File: config.mk
export PLATFORM = sky130hd
export DESIGN_NAME = mux4_rr_arbiter
export DESIGN_NICKNAME = d
export VERILOG_FILES = /design/src/rtl/arb_pkg.sv /design/src/rtl/mux4_8bit.sv /design/src/rtl/rr_pick4.sv /design/src/rtl/mux4_rr_arbiter.sv
export SDC_FILE = /design/constraint.sdc
export NUM_CORES = 1
export LEC_CHECK = 0
export ABC_CLOCK_PERIOD_IN_PS = 1600
export BUFFER_PORTS_ARGS = -buffer_cell sky130_fd_sc_hd__buf_2
export CAP_MARGIN = 20
export CORE_UTILIZATION = 36
export DETAILED_ROUTE_END_ITERATION = 12
export HOLD_SLACK_MARGIN = 0.1
export PLACE_DENSITY = 0.84
export SLEW_MARGIN = 20
export SYNTH_ARGS = -nofsm -noshare
export SYNTH_HDL_FRONTEND = slang
export SYNTH_SLANG_ARGS = --single-unit
File: constraint.sdc
create_clock -name clk -period 1.6 [get_ports clk]
set_clock_uncertainty 0.15 [all_clocks]
set_input_delay 0.32 -clock clk [delete_from_list [all_inputs] [get_ports clk]]
set_output_delay 0.32 -clock clk [all_outputs]
set_load 0.02 [all_outputs]
File: src/rtl/arb_pkg.sv
// Shared types and helpers for the 4-channel round-robin arbiter.
package arb_pkg;

    localparam int unsigned NUM_CH     = 4;
    localparam int unsigned DATA_W_DEF = 8;

    typedef logic [1:0] ch_idx_t;

    function automatic logic [NUM_CH-1:0] onehot4(input ch_idx_t idx);
        onehot4 = 4'(1) << idx;
    endfunction

endpackage

File: src/rtl/mux4_8bit.sv
// Plain 4:1 mux of 8-bit words, select-driven.
module mux4_8bit (
    input  logic [1:0] sel_i,
    input  logic [7:0] d0_i,
    input  logic [7:0] d1_i,
    input  logic [7:0] d2_i,
    input  logic [7:0] d3_i,
    output logic [7:0] y_o
);

    always_comb begin
        y_o = d0_i;
        case (sel_i)
            2'd0:    y_o = d0_i;
            2'd1:    y_o = d1_i;
            2'd2:    y_o = d2_i;
            default: y_o = d3_i;
        endcase
    end

endmodule

File: src/rtl/rr_pick4.sv
// Combinational round-robin picker: first requester after ptr, wrapping back to ptr.
module rr_pick4
    import arb_pkg::*;
(
    input  logic [NUM_CH-1:0] req_i,
    input  ch_idx_t           ptr_i,
    output ch_idx_t           gnt_idx_o,
    output logic              gnt_vld_o
);

    // Scan from lowest priority (ptr) up to highest (ptr+1); the last hit wins.
    always_comb begin
        gnt_idx_o = '0;
        gnt_vld_o = 1'b0;
        for (int k = NUM_CH; k >= 1; k--) begin
            ch_idx_t cand;
            cand = ptr_i + ch_idx_t'(k);
            if (req_i[cand]) begin
                gnt_idx_o = cand;
                gnt_vld_o = 1'b1;
            end
        end
    end

endmodule

File: src/rtl/mux4_rr_arbiter.sv
// Round-robin 4:1 arbiter with a registered valid/ready output stage.
// Optional per-channel saturating grant counters when ARB_GRANT_CNT_EN is defined.
module mux4_rr_arbiter
    import arb_pkg::*;
#(
    parameter int unsigned DATA_W    = DATA_W_DEF,
    parameter int unsigned CNT_W     = 16,
    parameter int unsigned RESET_PTR = 3
) (
    input  logic                      clk,
    input  logic                      rst,
`ifdef ARB_GRANT_CNT_EN
    output logic [NUM_CH*CNT_W-1:0]   grant_cnt,
    input  logic                      cnt_clr,
`endif
    input  logic [NUM_CH-1:0]         in_valid,
    input  logic [NUM_CH*DATA_W-1:0]  in_data,
    output logic [NUM_CH-1:0]         in_ready,
    output logic                      out_valid,
    output logic [DATA_W-1:0]         out_data,
    output logic [1:0]                out_sel,
    input  logic                      out_ready
);

    if (RESET_PTR >= NUM_CH) begin : g_bad_ptr
        $error("RESET_PTR must be below NUM_CH");
    end
    if (CNT_W == 0) begin : g_bad_cnt
        $error("CNT_W must be non-zero");
    end

    ch_idx_t           ptr_q, ptr_d;
    logic              out_valid_q, out_valid_d;
    logic [DATA_W-1:0] out_data_q, out_data_d;
    ch_idx_t           out_sel_q, out_sel_d;

    ch_idx_t           gnt_idx;
    logic              gnt_vld;
    logic              load_en;
    logic              grant;
    logic [DATA_W-1:0] mux_data;

    rr_pick4 u_pick (
        .req_i     (in_valid),
        .ptr_i     (ptr_q),
        .gnt_idx_o (gnt_idx),
        .gnt_vld_o (gnt_vld)
    );

    if (DATA_W == 8) begin : g_mux8
        mux4_8bit u_mux (
            .sel_i (gnt_idx),
            .d0_i  (in_data[0*DATA_W +: DATA_W]),
            .d1_i  (in_data[1*DATA_W +: DATA_W]),
            .d2_i  (in_data[2*DATA_W +: DATA_W]),
            .d3_i  (in_data[3*DATA_W +: DATA_W]),
            .y_o   (mux_data)
        );
    end else begin : g_muxn
        assign mux_data = in_data[int'(gnt_idx)*DATA_W +: DATA_W];
    end

    // Slot free or draining this cycle; accept is suppressed while in reset.
    assign load_en  = ~out_valid_q | out_ready;
    assign grant    = load_en & gnt_vld & ~rst;
    assign in_ready = grant ? onehot4(gnt_idx) : '0;

    always_comb begin
        ptr_d       = ptr_q;
        out_valid_d = out_valid_q;
        out_data_d  = out_data_q;
        out_sel_d   = out_sel_q;
        if (grant) begin
            ptr_d       = gnt_idx;
            out_valid_d = 1'b1;
            out_data_d  = mux_data;
            out_sel_d   = gnt_idx;
        end else if (load_en) begin
            out_valid_d = 1'b0;
        end
    end

    always_ff @(posedge clk) begin
        if (rst) begin
            ptr_q       <= ch_idx_t'(RESET_PTR);
            out_valid_q <= 1'b0;
            out_data_q  <= '0;
            out_sel_q   <= '0;
        end else begin
            ptr_q       <= ptr_d;
            out_valid_q <= out_valid_d;
            out_data_q  <= out_data_d;
            out_sel_q   <= out_sel_d;
        end
    end

    assign out_valid = out_valid_q;
    assign out_data  = out_data_q;
    assign out_sel   = out_sel_q;

`ifdef ARB_GRANT_CNT_EN
    logic [CNT_W-1:0] cnt_q [NUM_CH];
    logic [CNT_W-1:0] cnt_d [NUM_CH];

    // Saturating accept counters; clear takes priority over a same-cycle accept.
    always_comb begin
        for (int i = 0; i < NUM_CH; i++) begin
            cnt_d[i] = cnt_q[i];
            if (cnt_clr) begin
                cnt_d[i] = '0;
            end else if (in_ready[i] && in_valid[i] && (cnt_q[i] != '1)) begin
                cnt_d[i] = cnt_q[i] + CNT_W'(1);
            end
        end
    end

    always_ff @(posedge clk) begin
        if (rst) begin
            for (int i = 0; i < NUM_CH; i++) begin
                cnt_q[i] <= '0;
            end
        end else begin
            for (int i = 0; i < NUM_CH; i++) begin
                cnt_q[i] <= cnt_d[i];
            end
        end
    end

    for (genvar gi = 0; gi < NUM_CH; gi++) begin : g_cnt_out
        assign grant_cnt[gi*CNT_W +: CNT_W] = cnt_q[gi];
    end
`endif

endmodule

==> summary.txt <==
Status
  • Result of the run: finished, violations left
  • Violations in the final reports: negative setup slack

Routing
  • Number of vias after detailed routing: 968
  • Post-route DRC violation count: 0
  • Violation count after the first detailed-route iteration: 19
  • Routed length per instance: 14.6 um
  • Total routed wirelength: 2700 um
  • DRT Pass-1 Iters: 4
  • Count of nets left with antenna violations after detail routing: 0
  • Number of vias per cell after detailed routing: 5.23

Setup path
  • Data arrival time of the critical path: 1450 ps
  • Critical Path Max Stage Delay: 420 ps
  • Worst reg2reg path endpoint: out_data[6]$_SDFFE_PP0P_
  • Critical-path maximum fanout: 4
  • Crit Path Category: reg -> out
  • Worst R2R Start: ptr_q[1]$_SDFFE_PP1P_
  • Crit end category: output pin
  • Required time of the critical path: 1130 ps
  • Reg2reg path depth: 7
  • Cell chain of the critical path: or3b_4, o311ai_4, buf_12, nor2_4, buf_6
  • Slowest CP cell: or3b_4
  • Element type at the critical path start: flip-flop
  • Worst setup slack for register-to-register paths: -290 ps

Worst hold path
  • Hold_sp: in_data[14]
  • Path type of the worst min-delay path: in -> reg
  • Hold EP: out_data[6]$_SDFFE_PP0P_
  • Hold Path Cell Cnt: 3

Clock tree
  • Deepest clock path buffer count: 2
  • Clock Sinks: 13
  • Clock transition time at the flip-flop clock pins of the worst setup and hold paths: 80 ps
  • H-tree lvl count: 1
  • Total CTS buffers: 3
  • CTS root buf: clkbuf_4
  • Clock network latency to the later pin of the worst-skew pair: 270 ps
  • CTS tree: built

STA
  • Setup violators final: 14
  • Final worst hold slack: 209 ps
  • Worst max-slew margin expressed relative to the limit: 65.4%
  • Transition time at the pin with the least slew margin: 517 ps
  • Achievable clock frequency: 0.520 GHz
  • Time the final worst path needs with I/O delays and setup: 1920 ps
  • Tcrit/Tclk final: 120%
  • Final Hold Viols: 0
  • RSZ-0062 raised after global routing: yes
  • Setup ws final: -323 ps
  • Final slew viol count: 0

Finish
  • Final instance area: 1400 um2
  • Share of the core filled with cells in the final layout: 70.6%
  • Commonest non-fill, non-tap cells in the layout: buf_2 (49), mux2i_1 (16), buf_4 (16)
  • N_diodes: 0
  • Layout filler cell count: 133
  • Share of cells above drive strength 1: 61.4%
  • Net total in the final layout: 198
  • Commonest non-fill, non-tap cell in the layout: buf_2
  • Area growth syn-to-layout: 81.1%

Floorplan
  • Die Width: 48.3 um
  • Floorplan die height: 48.3 um
  • Cell row count: 16
  • Starting density of the core: 39.0%
  • Area of the core: 1980 um2
  • Top-level I/O count: 54
  • Die area: 2340 um2

Flow run
  • Max-Cap Viols: 0

Power and ir drop
  • IR drop worst, VDD: 0.000526 V
  • Total power density per cell area: 799 nW/um2
  • Tot Pwr: 0.00112 W
  • LEAKAGE: 0.690 nW

Place
  • Number of input and output port buffers inserted: 53
  • Global placement routability congestion: 0.795
  • Placed wire-length estimate: 1870 um
  • Total placed instance area: 1200 um2

Synth
  • Post-synthesis net count: 123
  • Mapped Avg Cell Area: 9.21 um2
  • Register area share after synthesis: 33.7%
  • Post-Synthesis Cell Area: 773 um2
  • Synth Flop Type: dfxtp_1
  • Instance count of the mapped netlist: 84
  • Async set-reset flop share out of synthesis: 0%
  • Number of enable flip-flop cells after synthesis: 0
  • Number of register bits inferred by synthesis: 13
  • Yosys warnings: 0
  • Post-synthesis cell type count: 25

Global route
  • Total grt overflow: 0
  • Number of global-route vias before repair: 950
  • Global-route usage over all layers: 23.3%
  • Antenna violations before repair: 0
  • Global routing usage on met2: 39.9%
  • Maximum number of pins on one net before global-route repair: 10
  • Global routing met1 resource utilization: 24.6%
  • Global Route met3 Usage: 6.92%
  • Most used routing layer: met2
  • First-pass GRT wire length: 4140 um
==> report_power, final <==
part	leakage [nW]	total, W	internal [W]	switching [W]
clock network	0.0150	0.000198	0.0000965	0.000101
logic	0.567	0.000526	0.000270	0.000256
registers	0.108	0.000394	0.000367	0.0000274
total	0.690	0.00112	0.000733	0.000385
==> logic make-up (layout without fill, tap and decap cells) <==
kind of cell / Yosys count / after routing / synth area share, %
DFF: 13 / 13 / 33.7
buffers and inverters: 4 / 78 / 4.53
AOI/OAI and AO/OA: 19 / 19 / 22.2
and+or+nand+nor: 32 / 32 / 18.9
muxes: 16 / 16 / 20.7
==> per-stage QoR <==
step                instances  worst slack, ps  setup TNS, ps
floorplan                  84            -95.4           -334
global placement          174             -255          -2830
detailed placement        174             -333          -3640
CTS                       183             -302          -3380
global route              185             -374          -4380
finish                    185             -323          -3660
==> sequential cells by signal (all words and copies together) (netlist names) <==
register	flops
out_data	8
out_sel	2
out_valid	1
ptr_q	2
==> cells in the mapped netlist, types with 2 or more instances <==
cell type,count,share of area [%]
nand2_1,9,4.4
nand2b_1,2,1.6
mux2i_1,16,21
nor2_1,13,6.3
o221ai_1,8,9.1
dfxtp_1,13,34
nor2b_1,4,3.2
o21ai_0,2,1.3
==> worst max-delay path by stage <==
stage                     startpoint          end  slack (ps)  cells past startpoint
2_1_floorplan            in_valid[2]  in_ready[0]        -100                      6
3_3_place_gp             in_valid[3]  in_ready[2]        -260                      7
3_5_place_dp             in_valid[3]  in_ready[2]        -330                      7
4_1_cts        ptr_q[0]$_SDFFE_PP1P_  in_ready[2]        -300                      5
5_1_grt        ptr_q[0]$_SDFFE_PP1P_  in_ready[1]        -370                      7
6_report       ptr_q[1]$_SDFFE_PP1P_  in_ready[2]        -320                      5
==> worst max-delay path, delay by kind of cell (launching register included) <==
kind                   cells  cell delay, ps
AOI/OAI and AO/OA          1              90
buffers and inverters      2             270
and+or+nand+nor            2             450
DFF                        1             360
==> per-layer routing <==
layer / wire length (um) / vias up
li1: - / 462
met1: 1070 / 446
met2: 1370 / 50
met3: 167 / 10
met4: 91 / 0
met5: 0 / -
==> repair_timing <==
item,in CTS,in global routing
pin swaps,7,7
hold buffers,0,0
setup endpoints to repair,13,16
setup buffers,5,2
resized for setup,27,7
==> cell type report <==
cell class / count / area [um2] / area share (%)
clock buffer: 4 / 26.3 / 1.88
inverter: 1 / 3.75 / 0.268
multi-input combinational: 67 / 587 / 41.9
sequential: 13 / 268 / 19.1
tap: 27 / 33.8 / 2.41
timing repair buffer: 73 / 482 / 34.4
Note: power is estimated with default switching activity, not from simulation.
